**config.mk**
```make
export PLATFORM = sky130hd
export DESIGN_NAME = sonar_sweep_ctrl_flat
export DESIGN_NICKNAME = d
export VERILOG_FILES = /design/src/rtl/sonar_pkg.sv /design/src/rtl/sonar_sweep_ctrl_if.sv /design/src/rtl/sonar_contador.sv /design/src/rtl/sonar_sweep_ctrl.sv /design/src/flat_wrapper.sv
export SDC_FILE = /design/constraint.sdc
export NUM_CORES = 1
export LEC_CHECK = 0
export ABC_AREA = 1
export BUFFER_PORTS_ARGS = -buffer_cell sky130_fd_sc_hd__buf_2
export CELL_PAD_IN_SITES_DETAIL_PLACEMENT = 0
export CELL_PAD_IN_SITES_GLOBAL_PLACEMENT = 1
export CORE_UTILIZATION = 42
export DETAILED_ROUTE_END_ITERATION = 16
export PLACE_DENSITY = 0.79
export SYNTH_ARGS = -nofsm -noshare
export SYNTH_HDL_FRONTEND = slang
export SYNTH_SLANG_ARGS = --single-unit
```
**constraint.sdc**
```tcl
create_clock -name clock -period 2.51 [get_ports clock]
set_clock_uncertainty 0.15 [all_clocks]
set_input_delay 0.3765 -clock clock [delete_from_list [all_inputs] [get_ports clock]]
set_output_delay 0.3765 -clock clock [all_outputs]
set_load 0.03 [all_outputs]
```
**src/rtl/sonar_pkg.sv**
```systemverilog
// Shared constants for the sonar sweep controller: state encoding and
// measurement word format. Optional build macro: SONAR_RETRY_EN.
package sonar_pkg;

    localparam int unsigned MEDIDA_W = 12;
    localparam logic [MEDIDA_W-1:0] MEDIDA_TIMEOUT = 12'hFFF;

    // Encoding is visible on db_estado, so values are pinned explicitly.
    typedef enum logic [3:0] {
        StInicial   = 4'd0,
        StPosiciona = 4'd1,
        StMede      = 4'd2,
        StAguarda   = 4'd3,
        StRegistra  = 4'd4,
        StProximo   = 4'd5
`ifdef SONAR_RETRY_EN
        ,
        StRetenta   = 4'd6
`endif
    } estado_e;

endpackage

```
**src/rtl/sonar_sweep_ctrl_if.sv**
```systemverilog
// Sensor handshake and record stream of the sonar sweep controller.
// master: the controller; slave: sensor interface plus record consumer.
interface sonar_sweep_ctrl_if
    import sonar_pkg::*;
#(
    parameter int unsigned PW = 3
) ();

    logic                medir_o;
    logic                pronto_i;
    logic [MEDIDA_W-1:0] medida_i;
    logic                dado_valido;
    logic [PW-1:0]       dado_posicao;
    logic [MEDIDA_W-1:0] dado_medida;
    logic                erro_timeout;

    modport master (
        output medir_o,
        input  pronto_i,
        input  medida_i,
        output dado_valido,
        output dado_posicao,
        output dado_medida,
        output erro_timeout
    );

    modport slave (
        input  medir_o,
        output pronto_i,
        output medida_i,
        input  dado_valido,
        input  dado_posicao,
        input  dado_medida,
        input  erro_timeout
    );

endinterface

```
**src/rtl/sonar_contador.sv**
```systemverilog
// Up-counter with synchronous clear and enable; fim flags count == MAX-1.
// The count holds at MAX-1 rather than wrapping.
module sonar_contador #(
    parameter int unsigned MAX = 4,
    parameter int unsigned W   = (MAX > 1) ? $clog2(MAX) : 1
) (
    input  logic clock,
    input  logic reset,
    input  logic clear,
    input  logic enable,
    output logic fim
);

    logic [W-1:0] count_q;

    assign fim = (count_q == W'(MAX - 1));

    // Count register: reset and clear both return to zero.
    always_ff @(posedge clock) begin
        if (!reset || clear) begin
            count_q <= '0;
        end else if (enable && !fim) begin
            count_q <= count_q + 1'b1;
        end
    end

endmodule

```
**src/rtl/sonar_sweep_ctrl.sv**
```systemverilog
// Sonar sweep sequencer: steps the servo ping-pong over N_POS positions,
// settles, requests a measurement, waits for pronto or timeout, and emits
// one {position, distance} record per measurement.
// Optional build macro: SONAR_RETRY_EN (one re-measure after a first timeout).
module sonar_sweep_ctrl
    import sonar_pkg::*;
#(
    parameter int unsigned N_POS          = 8,
    parameter int unsigned SETTLE_CYCLES  = 25000000,
    parameter int unsigned TIMEOUT_CYCLES = 5000000,
    parameter int unsigned PW             = $clog2(N_POS)
) (
    input  logic                      clock,
    input  logic                      reset,
    input  logic                      ligar,
    sonar_sweep_ctrl_if.master        bus,
    output logic [PW-1:0]             posicao,
    output logic [3:0]                db_estado
);

    estado_e             state_q, state_d;
    logic [PW-1:0]       pos_q, pos_d;
    logic                up_q, up_d;
    logic [MEDIDA_W-1:0] medida_q, medida_d;
    logic [PW-1:0]       dado_pos_q, dado_pos_d;
    logic                err_q, err_d;
    logic                settle_fim, timeout_fim;
`ifdef SONAR_RETRY_EN
    logic                retry_q, retry_d;
`endif

    sonar_contador #(
        .MAX (SETTLE_CYCLES)
    ) u_settle (
        .clock  (clock),
        .reset  (reset),
        .clear  (state_q != StPosiciona),
        .enable (state_q == StPosiciona),
        .fim    (settle_fim)
    );

    // Cleared in every state but AGUARDA, so MEDE always restarts it at zero.
    sonar_contador #(
        .MAX (TIMEOUT_CYCLES)
    ) u_timeout (
        .clock  (clock),
        .reset  (reset),
        .clear  (state_q != StAguarda),
        .enable (state_q == StAguarda),
        .fim    (timeout_fim)
    );

    // State and datapath registers with synchronous active-low reset.
    always_ff @(posedge clock) begin
        if (!reset) begin
            state_q    <= StInicial;
            pos_q      <= '0;
            up_q       <= 1'b1;
            medida_q   <= '0;
            dado_pos_q <= '0;
            err_q      <= 1'b0;
`ifdef SONAR_RETRY_EN
            retry_q    <= 1'b0;
`endif
        end else begin
            state_q    <= state_d;
            pos_q      <= pos_d;
            up_q       <= up_d;
            medida_q   <= medida_d;
            dado_pos_q <= dado_pos_d;
            err_q      <= err_d;
`ifdef SONAR_RETRY_EN
            retry_q    <= retry_d;
`endif
        end
    end

    // Next-state, record capture and position stepping.
    always_comb begin
        state_d    = state_q;
        pos_d      = pos_q;
        up_d       = up_q;
        medida_d   = medida_q;
        dado_pos_d = dado_pos_q;
        err_d      = err_q;
`ifdef SONAR_RETRY_EN
        retry_d    = retry_q;
`endif
        case (state_q)
            StInicial: begin
                if (ligar) state_d = StPosiciona;
            end
            StPosiciona: begin
                if (settle_fim) state_d = StMede;
            end
            StMede: begin
                state_d = StAguarda;
            end
            StAguarda: begin
                // pronto has priority over a timeout in the same cycle.
                if (bus.pronto_i) begin
                    medida_d   = bus.medida_i;
                    err_d      = 1'b0;
                    dado_pos_d = pos_q;
                    state_d    = StRegistra;
                end else if (timeout_fim) begin
`ifdef SONAR_RETRY_EN
                    if (!retry_q) begin
                        retry_d = 1'b1;
                        state_d = StRetenta;
                    end else begin
                        medida_d   = MEDIDA_TIMEOUT;
                        err_d      = 1'b1;
                        dado_pos_d = pos_q;
                        state_d    = StRegistra;
                    end
`else
                    medida_d   = MEDIDA_TIMEOUT;
                    err_d      = 1'b1;
                    dado_pos_d = pos_q;
                    state_d    = StRegistra;
`endif
                end
            end
            StRegistra: begin
                state_d = StProximo;
            end
            StProximo: begin
                // Endpoints reverse direction and step inward, so each is
                // measured once per turn.
                if (up_q) begin
                    if (pos_q == PW'(N_POS - 1)) begin
                        up_d  = 1'b0;
                        pos_d = PW'(N_POS - 2);
                    end else begin
                        pos_d = pos_q + 1'b1;
                    end
                end else begin
                    if (pos_q == '0) begin
                        up_d  = 1'b1;
                        pos_d = PW'(1);
                    end else begin
                        pos_d = pos_q - 1'b1;
                    end
                end
`ifdef SONAR_RETRY_EN
                retry_d = 1'b0;
`endif
                state_d = ligar ? StPosiciona : StInicial;
            end
`ifdef SONAR_RETRY_EN
            StRetenta: begin
                state_d = StMede;
            end
`endif
            default: begin
                state_d = StInicial;
            end
        endcase
    end

    // Moore outputs decoded from the state register.
    always_comb begin
        bus.medir_o      = (state_q == StMede);
        bus.dado_valido  = (state_q == StRegistra);
        bus.erro_timeout = (state_q == StRegistra) && err_q;
        bus.dado_posicao = dado_pos_q;
        bus.dado_medida  = medida_q;
        posicao          = pos_q;
        db_estado        = state_q;
    end

endmodule

```
**src/flat_wrapper.sv**
```systemverilog
// flat-port wrapper written by rule: the top's interface ports become plain ports
module sonar_sweep_ctrl_flat import sonar_pkg::*;
#(
    parameter int unsigned N_POS          = 8,
    parameter int unsigned SETTLE_CYCLES  = 25000000,
    parameter int unsigned TIMEOUT_CYCLES = 5000000,
    parameter int unsigned PW             = $clog2(N_POS)
)
  (clock, reset, ligar, posicao, db_estado, bus_medir_o, bus_pronto_i, bus_medida_i, bus_dado_valido, bus_dado_posicao, bus_dado_medida, bus_erro_timeout);
  sonar_sweep_ctrl_if #(.PW(PW)) bus_i ();
  input  logic clock;
  input  logic reset;
  input  logic ligar;
  output logic [PW-1:0] posicao;
  output logic [3:0] db_estado;
  output wire logic [$bits(bus_i.medir_o)-1:0] bus_medir_o;
  input wire logic [$bits(bus_i.pronto_i)-1:0] bus_pronto_i;
  input wire logic [$bits(bus_i.medida_i)-1:0] bus_medida_i;
  output wire logic [$bits(bus_i.dado_valido)-1:0] bus_dado_valido;
  output wire logic [$bits(bus_i.dado_posicao)-1:0] bus_dado_posicao;
  output wire logic [$bits(bus_i.dado_medida)-1:0] bus_dado_medida;
  output wire logic [$bits(bus_i.erro_timeout)-1:0] bus_erro_timeout;
  assign bus_medir_o = bus_i.medir_o;
  assign bus_i.pronto_i = bus_pronto_i;
  assign bus_i.medida_i = bus_medida_i;
  assign bus_dado_valido = bus_i.dado_valido;
  assign bus_dado_posicao = bus_i.dado_posicao;
  assign bus_dado_medida = bus_i.dado_medida;
  assign bus_erro_timeout = bus_i.erro_timeout;
  sonar_sweep_ctrl #(.N_POS(N_POS), .SETTLE_CYCLES(SETTLE_CYCLES), .TIMEOUT_CYCLES(TIMEOUT_CYCLES), .PW(PW)) u_core (.clock(clock), .reset(reset), .ligar(ligar), .bus(bus_i), .posicao(posicao), .db_estado(db_estado));
endmodule
```
# After elaboration in Yosys (flattened, before gate mapping)
# Cells that the tools add are included.
# totals
reg_bits,72
inputBits,16
elab_cells,56
output_inout_bits,25
# op_classes
addsub,4
n_reduce_logical,13
n_eq_ne,13
n_mux,18
# op_table
op,count
"adder 25 x 1 -> 25 bit, second input constant",1
"== test 25 bit, second input constant",1
two-way mux 12 bit,2
one-hot mux 4 bit (6 select lines),1
"adder 23 x 1 -> 23 bit, second input constant",1
"== test 23 bit, second input constant",1
two-way mux 4 bit,4
two-way mux 3 bit,5
"== test 4 x 2 -> 1 bit, second input constant",2
"== test 4 x 3 -> 1 bit, second input constant",2
two-way mux 1 bit,6
"== test 4 x 1 -> 1 bit, second input constant",1
logical NOT 4 bit,1
"inequality test 4 x 1 -> 1 bit, second input constant",1
"inequality test 4 x 2 -> 1 bit, second input constant",1
"adder 3 x 1 -> 3 bit, second input constant",1
"== test 3 bit, second input constant",1
logical AND 1 bit,3
logical NOT 1 bit,3
logical NOT 3 bit,1
"inequality test 3 x 2 -> 1 bit, second input constant",1
AND reduction 3 bit,1
"subtractor 3 x 1 -> 3 bit, second input constant",1
logical OR 1 bit,2
4 further kinds,4

# Logic depth before layout (Yosys ltp)
# Gate-level depths: netlist of the first run.
# depth
ltp_word,4
depth_mapped,11
mapped_depth_nobuf,11

# By module
# From an unflattened synthesis of the first run, not the netlist that was laid out.
# hier_totals
hier_cells,626
area_unflattened_um2,4007.6
# by_module_without_submodules
module,cells_each,area_each_um2,seq_area_each_um2,instances
sonar_contador at u_core.u_settle,238,1488.9,500.5,1
sonar_contador at u_core.u_timeout,238,1440.1,460.4,1
sonar_sweep_ctrl,150,1078.5,460.4,1

# Least setup slack after synthesis of the first run
# Ideal clock, no wire load.
# synth_path
kind,register to output
startpoint,reg u_core.state_q[2] (netlist: u_core.db_estado[2])
endpoint,out bus_erro_timeout
required_time_ns,1.984
arrival_time_ns,1.401
stages_incl_launch_ff,3
n_path_buf,0
path_slack_ns,0.582
path_cell_list,dfxtp_1 > inv_1 > nor3_1
# synth_between
elab_chain_cells,2
# synth_lines
item,line,source
"start, declared",sonar_sweep_ctrl.sv:21,"estado_e state_q, state_d;"
"start signal, assigned",sonar_sweep_ctrl.sv:56,state_q <= StInicial;
"start signal, assigned",sonar_sweep_ctrl.sv:66,state_q <= state_d;
== test 4 x 3 -> 1 bit,sonar_sweep_ctrl.sv:166,bus.erro_timeout = (state_q == StRegistra) && err_q;
logical AND 1 bit,sonar_sweep_ctrl.sv:166,
"end, declared",flat_wrapper.sv:22,output wire logic [$bits(bus_i.erro_timeout)-1:0] bus_erro_timeout;
# No other way between the ends.

# Worst setup path in the final report of the first run
# layout_path
startpoint,reg u_core.u_settle.count_q[0]
endpoint,reg u_core.u_settle.count_q[19]
# layout_between
elab_chain_cells,3
elab_cells_between_ends,4
classes_between,add/sub (1); eq/ne (1); reduce/logical (2)
# layout_lines
item,line,source
"start, declared",sonar_contador.sv:14,logic [W-1:0] count_q;
"start signal, assigned",sonar_contador.sv:23,count_q <= count_q + 1'b1;
branches (longest 3 deep; another with adder 25 x 1 -> 25 bit),n/a,
# Several ways; the timed one is not identified.
# A chain may end at the register's enable or synchronous reset.

==> results of run 1 <==
==> how the worst min path moves through the flow <==
| stage | from | endpoint | slack, ns | cells past startpoint |
|---|---|---|---|---|
| floorplan | u_core.err_q$_SDFFE_PN0P_ | u_core.err_q$_SDFFE_PN0P_ | 0.28 | 2 |
| global placement | u_core.bus.dado_medida[1]$_SDFFE_PN0P_ | u_core.bus.dado_medida[1]$_SDFFE_PN0P_ | 0.30 | 2 |
| detailed placement | u_core.err_q$_SDFFE_PN0P_ | u_core.err_q$_SDFFE_PN0P_ | 0.31 | 2 |
| CTS | bus_medida_i[8] | u_core.bus.dado_medida[8]$_SDFFE_PN0P_ | 0.13 | 3 |
| global route | bus_medida_i[1] | u_core.bus.dado_medida[1]$_SDFFE_PN0P_ | 0.14 | 3 |
| finish | bus_medida_i[11] | u_core.bus.dado_medida[11]$_SDFFE_PN0P_ | 0.15 | 3 |
==> worst reg2reg max path: cells and delay by family (launching register included) <==
kind | cells | cell delay, ns
AND/OR/NAND/NOR | 6 | 1.14
flip-flops | 1 | 0.37
adder cells (fa/ha/maj) | 1 | 0.24
AO/OA/AOI/OAI | 1 | 0.16
==> kinds of logic after synthesis <==
kind of cell,share of synthesized area
other,0.000882
AND/OR/NAND/NOR,0.412
AO/OA/AOI/OAI,0.0968
XOR/XNOR,0.0535
buffers and inverters,0.0874
flip-flops,0.334
adder cells (fa/ha/maj),0.0147
==> sequential cells by signal (all words and copies together) (netlist names) <==
signal	flops
u_core.u_settle.count_q	25
u_core.u_timeout.count_q	23
u_core.bus.dado_medida	12
u_core.bus.dado_posicao	3
u_core.db_estado	3
u_core.posicao	3
u_core.err_q	1
u_core.up_q	1
==> stage by stage <==
step	utilization	hold WS, ns	total power, mW	setup slack (ns)
detailed placement	0.464	0.308	1.54	0.373
finish	0.482	0.148	2.37	0.368
global placement	0.464	0.297	1.54	0.437
global route	0.482	0.136	2.50	0.115
floorplan	-	0.283	1.47	0.582
CTS	0.482	0.131	2.41	0.349
==> metal layers <==
layer,vias up,GRT usage
met5,-,0
met4,0,0.0659
met3,8,0.0386
met2,40,0.379
met1,1896,0.255
li1,2215,-
==> cells in the mapped netlist (all sizes together) <==
| library cell | count | area (sq um) |
|---|---|---|
| buf | 10 | 92.6 |
| inv | 66 | 253 |
| nand4 | 3 | 18.8 |
| a21oi | 51 | 255 |
| conb | 1 | 3.75 |
| xor2 | 18 | 158 |
| xnor2 | 8 | 70.1 |
| and2 | 1 | 6.26 |
| dfxtp | 71 | 1420 |
| ha | 5 | 62.6 |
| nand2 | 252 | 976 |
| a31oi | 1 | 6.26 |
| o21ai | 24 | 120 |
| o31ai | 1 | 7.51 |
| clkbuf | 7 | 26.3 |
| nand3 | 36 | 198 |
| o22ai | 1 | 6.26 |
| nand3b | 2 | 15.0 |
| nor3 | 4 | 25.0 |
| a221oi | 1 | 8.76 |
| o211ai | 1 | 7.51 |
| nor2 | 124 | 515 |
==> layout make-up <==
class / count / area share
inverter: 66 / 0.0536
sequential: 71 / 0.301
clock inverter: 6 / 0.00929
multi-input combinational: 534 / 0.522
tap: 133 / 0.0353
clock buffer: 10 / 0.0292
timing repair buffer: 44 / 0.0494
==> power by group <==
part | switching (mW) | internal, mW | total [mW]
Clock | 0.469 | 0.389 | 0.859
Combinational | 0.253 | 0.0849 | 0.338
Sequential | 0.0227 | 1.15 | 1.17
==> run_results.csv, run 1 <==
group,metric,value,unit
place,dp_cells,848,
cells_and_area,syn_to_final_growth,10.9,%
yosys,syn_area_per_cell,6.18,sq um
route,post-route-drc-count,0,
sta,tightest_slew,1.00,ns
cells_and_area,final_common_cell,"nand2_1",
route,wl_per_cell,12.0,um
clocking,numCtsBuffers,9,
clocking,cts-hold-fix-buffers,0,
floorplan,ios,41,
sta,period_needed,2.14,ns
cells_and_area,nets,747,
power,peakVddDrop,0.263,mV
power,leakagePower,1.79,nW
clocking,clk_latency,0.35,ns
flow_run,drv_cap,0,
cells_and_area,drive_gt1_frac,0.122,
place,globalplace.congestion,0.878,
sta,max-slew-margin-rel,0.332,
setup_path,reg2reg_from,"u_core.u_settle.count_q[0]$_SDFFE_PP0P_",
setup_path,crit_path_end_kind,"flip-flop",
sta,fin_crit_sh,0.853,
route,vias,4159,
cells_and_area,layout.cells.non_filler,864,
route,drtAntennaViolNets,0,
route,drt-initial-drc-count,165,
yosys,syn-num-nets,709,
clocking,clk_pin_slew_worst_paths,0.09,ns
power,pwr_density_cell,503,nW/um^2
setup_path,cpPeakStageDelay,0.75,ns
global_routing,grt_max_degree,28,
setup_path,r2r-end,"u_core.u_settle.count_q[19]$_SDFFE_PP0P_",
sta,rsz0062_at_grt,"no",
clocking,post_cts_buffers,0,
sta,finalSetupViolCount,0,
route,routed.top_layer,"met4",
outcome,status,"finished clean",
setup_path,worstPathArrival,2.26,ns
setup_path,critPathTopFamily,"simple AND/OR/NAND/NOR gates",
setup_path,reg2regPathDepth,8,
floorplan,num_rows,36,
setup_path,crit_cells,8,
cells_and_area,seq_area,1420,sq um
setup_path,crit_path_top_delay_cell,"nor2_2",
setup_path,worstSetupPathType,"flip-flop to flip-flop",
cells_and_area,num-fill-cells,1076,
global_routing,grt_antenna_before_repair,0,
yosys,netlist_area,4250,sq um
global_routing,grt_use_total,0.211,
floorplan,dieArea,10500,sq um
sta,final_hold_viol_count,0,
yosys,yosysWarnings,0,
global_routing,grt_pass1_vias,3831,
clocking,cts_tree,"done",
yosys,synth-seq-cells,71,
clocking,cts_resized,0,
yosys,synth_cells,688,
place,portBuffers,39,
route,via_per_inst,4.81,
clocking,htree_levels,3,
sta,finalMaxSlewViolations,0,
route,drt_pass1_iterations,4,
setup_path,crit_buf_inv,0,
route,route.met2.wl,5.23,mm
setup_path,startpoint,"u_core.u_settle.count_q[0]$_SDFFE_PP0P_",
setup_path,crit_chain,"ha_1 -> nand3_1 -> nor3_1 -> nand2_1 -> nor2_2 -> nor2_2 -> nand2_1 -> a21oi_1",
clocking,cts_root_buf,"clkbuf_8",
worst_hold_path,min_path_type,"input pin to flip-flop",
floorplan,fp.dieH,103,um
yosys,synth.distinct_cells,33,
cells_and_area,multi_input_area,2460,sq um
place,placed_cell_area,4530,sq um
global_routing,overflow,0,
cells_and_area,n_antenna_cell,0,
route,wl_met3,203,um
cells_and_area,design_area,4710,sq um
floorplan,start_util,0.435,
route,route.final.wire_length,10.3,mm
route,wl_met1,4.78,mm
clocking,clock_path_buffers,2,
setup_path,startpoint_type,"flip-flop",
floorplan,core,9770,sq um
setup_path,r2r_setup_slack,0.37,ns
floorplan,die_w,103,um
yosys,seq_area_frac_synth,0.334,
sta,setup_tns,0,ns
setup_path,cp-endpoint,"u_core.u_settle.count_q[19]$_SDFFE_PP0P_",
sta,max_freq,0.467,GHz
clocking,clock-sinks,71,
global_routing,grt_pass1_wl,17.4,mm
place,dp_hpwl,7.58,mm
cells_and_area,final_cell_mix,"nand2_1, nor2_1, dfxtp_1",
setup_path,required,2.63,ns
setup_path,crit_fanout,24,
(Power assumes the default switching activity.)
==> inputs of run 2 (changes only) <==
--- a/config.mk
+++ b/config.mk
@@ -11,7 +11,8 @@
 export CELL_PAD_IN_SITES_GLOBAL_PLACEMENT = 1
 export CORE_UTILIZATION = 42
 export DETAILED_ROUTE_END_ITERATION = 16
-export PLACE_DENSITY = 0.79
+export PLACE_DENSITY = 0.78
 export SYNTH_ARGS = -nofsm -noshare
 export SYNTH_HDL_FRONTEND = slang
+export SYNTH_HIERARCHICAL = 1
 export SYNTH_SLANG_ARGS = --single-unit
==> run_results.csv, run 2 <==
group,metric,value,unit
cells_and_area,regMostFlops,"u_core/u_settle/count_q",
worst_hold_path,min_path_type,"input pin to flip-flop",
sta,max-slew-margin-rel,0.665,
power,leakagePower,1.63,nW
sta,setup_tns,0,ns
clocking,post_cts_buffers,0,
setup_path,worstSetupPathType,"flip-flop to flip-flop",
global_routing,overflow,0,
sta,setup_ws,0.364,ns
route,drt-initial-drc-count,152,
setup_path,worstPathArrival,2.21,ns
global_routing,grt_pass1_wl,16.6,mm
yosys,syn_area_per_cell,6.40,sq um
yosys,synth_most_common_cell,"nand2_1",
clocking,clk_pin_slew_worst_paths,0.08,ns
floorplan,core,9240,sq um
setup_path,startpoint_type,"flip-flop",
route,vias,3944,
yosys,synth.distinct_cells,32,
route,route.final.wire_length,9.41,mm
yosys,synth_top_area_cell,"dfxtp_1",
global_routing,grt_use_total,0.206,
yosys,yosys.area_share.xor_xnor,0.00437,
floorplan,dieArea,9940,sq um
floorplan,ios,41,
route,drtAntennaViolNets,0,
global_routing,grt_pass1_vias,3643,
place,portBuffers,39,
clocking,clock-sinks,71,
place,globalplace.congestion,0.858,
setup_path,r2r_setup_slack,0.36,ns
route,post-route-drc-count,0,
sta,tightest_slew,0.502,ns
cells_and_area,nets,686,
place,placed_cell_area,4300,sq um
route,drt_pass1_iterations,4,
setup_path,critPathTopFamily,"simple AND/OR/NAND/NOR gates",
yosys,synthMuxAreaShare,0,
clocking,cts-hold-fix-buffers,0,
clocking,htree_levels,3,
cells_and_area,final_cell_mix,"nand2_1, nor2_1, dfxtp_1",
yosys,synth_compound_area_frac,0.0949,
yosys,seq_area_frac_synth,0.355,
cells_and_area,largest_register_ffs,25,
sta,rsz0062_at_grt,"no",
clocking,cts_tree,"done",
yosys,netlist_area,4010,sq um
setup_path,crit_path_frequent_cell,"nand2_1",
flow_run,drv_cap,0,
outcome,status,"finished clean",
sta,final_hold_viol_count,0,
setup_path,crit_path_end_kind,"flip-flop",
sta,fin_crit_sh,0.855,
floorplan,die_w,99.7,um
setup_path,crit_buf_inv,2,
clocking,numCtsBuffers,9,
yosys,synth_cells,626,
setup_path,cpPeakStageDelay,0.38,ns
sta,finalSetupViolCount,0,
yosys,synth-seq-cells,71,
worst_hold_path,hold_end,"u_core/bus.dado_medida[10]$_SDFFE_PN0P_",
sta,max_freq,0.466,GHz
setup_path,crit_fanout,16,
power,peakVddDrop,0.291,mV
setup_path,crit_chain,"ha_1 -> nand2_1 -> nor2_4 -> nand2_1 -> nor2_4 -> nand3_1 -> inv_1 -> nor2_1 -> inv_2 -> nand2_1 -> nand2_1 -> a21oi_1",
floorplan,num_rows,35,
sta,finalMaxSlewViolations,0,
setup_path,reg2reg_from,"u_core/u_timeout/count_q[0]$_SDFFE_PP0P_",
yosys,synth_common_cells,"nand2_1, nor2_1, dfxtp_1",
setup_path,crit_path_top_delay_cell,"dfxtp_1",
setup_path,required,2.57,ns
floorplan,fp.dieH,99.7,um
clocking,clock_path_buffers,2,
yosys,yosys.area_share.simple,0.444,
yosys,synth_top_flop_cell,"dfxtp_1",
route,wl_per_cell,11.8,um
worst_hold_path,hold_path_depth,3,
worst_hold_path,worstHoldStart,"bus_medida_i[10]",
place,dp_hpwl,7.06,mm
cells_and_area,n_antenna_cell,0,
yosys,yosysTopAreaCellShare,0.355,
cells_and_area,design_area,4510,sq um
global_routing,grt_antenna_before_repair,0,
clocking,cts_resized,0,
sta,period_needed,2.15,ns
cells_and_area,drive_gt1_frac,0.149,
setup_path,r2r-end,"u_core/bus.dado_posicao[2]$_SDFFE_PN0P_",
clocking,cts_root_buf,"clkbuf_8",
yosys,ys_async_sr_fraction,0,
yosys,synth_edf_count,0,
route,via_per_inst,4.94,
clocking,clk_latency,0.35,ns
yosys,syn-num-nets,647,
place,dp_slack,0.390,ns
yosys,synth_top_family_by_area,"simple AND/OR/NAND/NOR gates",
cells_and_area,fin_util,0.488,
power,pwr_density_cell,556,nW/um^2
yosys,yosysWarnings,6,
global_routing,grt_max_degree,25,
yosys,yosys.area_share.adder,0.0156,
setup_path,reg2regPathDepth,12,
yosys,synth_area_leaders,"dfxtp_1, nand2_1, nor2_1",
floorplan,start_util,0.434,
cells_and_area,syn_to_final_growth,12.6,%
cells_and_area,final_common_cell,"nand2_1",
==> run 2: cell types whose count changed in the layout (fill, tap and decap cells not counted), sizes merged, moves of 3 or more <==
cell | previous run | this run
nand2 | 252 | 146
nand3 | 36 | 62
nor3 | 4 | 29
nor2 | 124 | 140
xor2 | 18 | 2
xnor2 | 8 | 0
nand4 | 3 | 7
clkinv | 4 | 1
o21ai | 24 | 21
==> run 2: logic make-up after synthesis <==
group	Yosys count
other	1
buffers and inverters	79
xor gates and xnor gates	2
and+or+nand+nor	393
DFF	71
adders and majority gates	5
AOI/OAI and AO/OA	75
==> run 2: worst max path at each step <==
stage / startpoint / endpoint / slack, ns / cells past startpoint
2_1_floorplan: u_core/db_estado[2]$_SDFFE_PN0P_ / bus_erro_timeout / 0.27 / 2
3_3_place_gp: u_core/u_timeout/count_q[0]$_SDFFE_PP0P_ / u_core/bus.dado_posicao[1]$_SDFFE_PN0P_ / 0.48 / 12
3_5_place_dp: u_core/u_timeout/count_q[0]$_SDFFE_PP0P_ / u_core/bus.dado_posicao[2]$_SDFFE_PN0P_ / 0.39 / 12
4_1_cts: u_core/u_timeout/count_q[0]$_SDFFE_PP0P_ / u_core/bus.dado_posicao[2]$_SDFFE_PN0P_ / 0.37 / 12
5_1_grt: u_core/u_timeout/count_q[0]$_SDFFE_PP0P_ / u_core/bus.dado_posicao[2]$_SDFFE_PN0P_ / 0.17 / 12
6_report: u_core/u_timeout/count_q[0]$_SDFFE_PP0P_ / u_core/bus.dado_posicao[2]$_SDFFE_PN0P_ / 0.36 / 12
==> run 2: worst min-delay path, stage by stage <==
cell,delay [ns]
buf_2,0.10
nor2_1,0.09
nor3_1,0.05
==> run 2: layer usage <==
layer,up-vias,wire length [um],global-route usage
met1,1749,4630,0.277
met4,0,77,0.0441
met5,-,0,0
met2,93,4160,0.330
li1,2095,-,-
met3,7,541,0.0541
==> run 2: cell type report <==
cell class              instances  area [sq um]
repair buffers                 44           233
clock inverters                 6          93.8
fillers                       971          4730
multi-input cells             476          2240
flip-flops and latches         71          1420
inverters                      63           236
clock buffers                   9           124
well taps                     129           161
==> run 2: report_power, final <==
group	total (mW)	switching [mW]	internal [mW]	leakage, nW
Sequential	1.17	0.0247	1.15	0.573
Combinational	0.297	0.210	0.0864	0.953
Clock	1.04	0.477	0.563	0.106
==> run 2: per-stage QoR <==
| step | cells | hold WS, ns | power, mW |
|---|---|---|---|
| after floorplan | 626 | 0.278 | 1.42 |
| after detailed placement | 783 | 0.308 | 1.50 |
| after global routing | 798 | 0.155 | 2.63 |
| final | 798 | 0.154 | 2.51 |
| after global placement | 783 | 0.302 | 1.49 |
| after CTS | 798 | 0.134 | 2.54 |
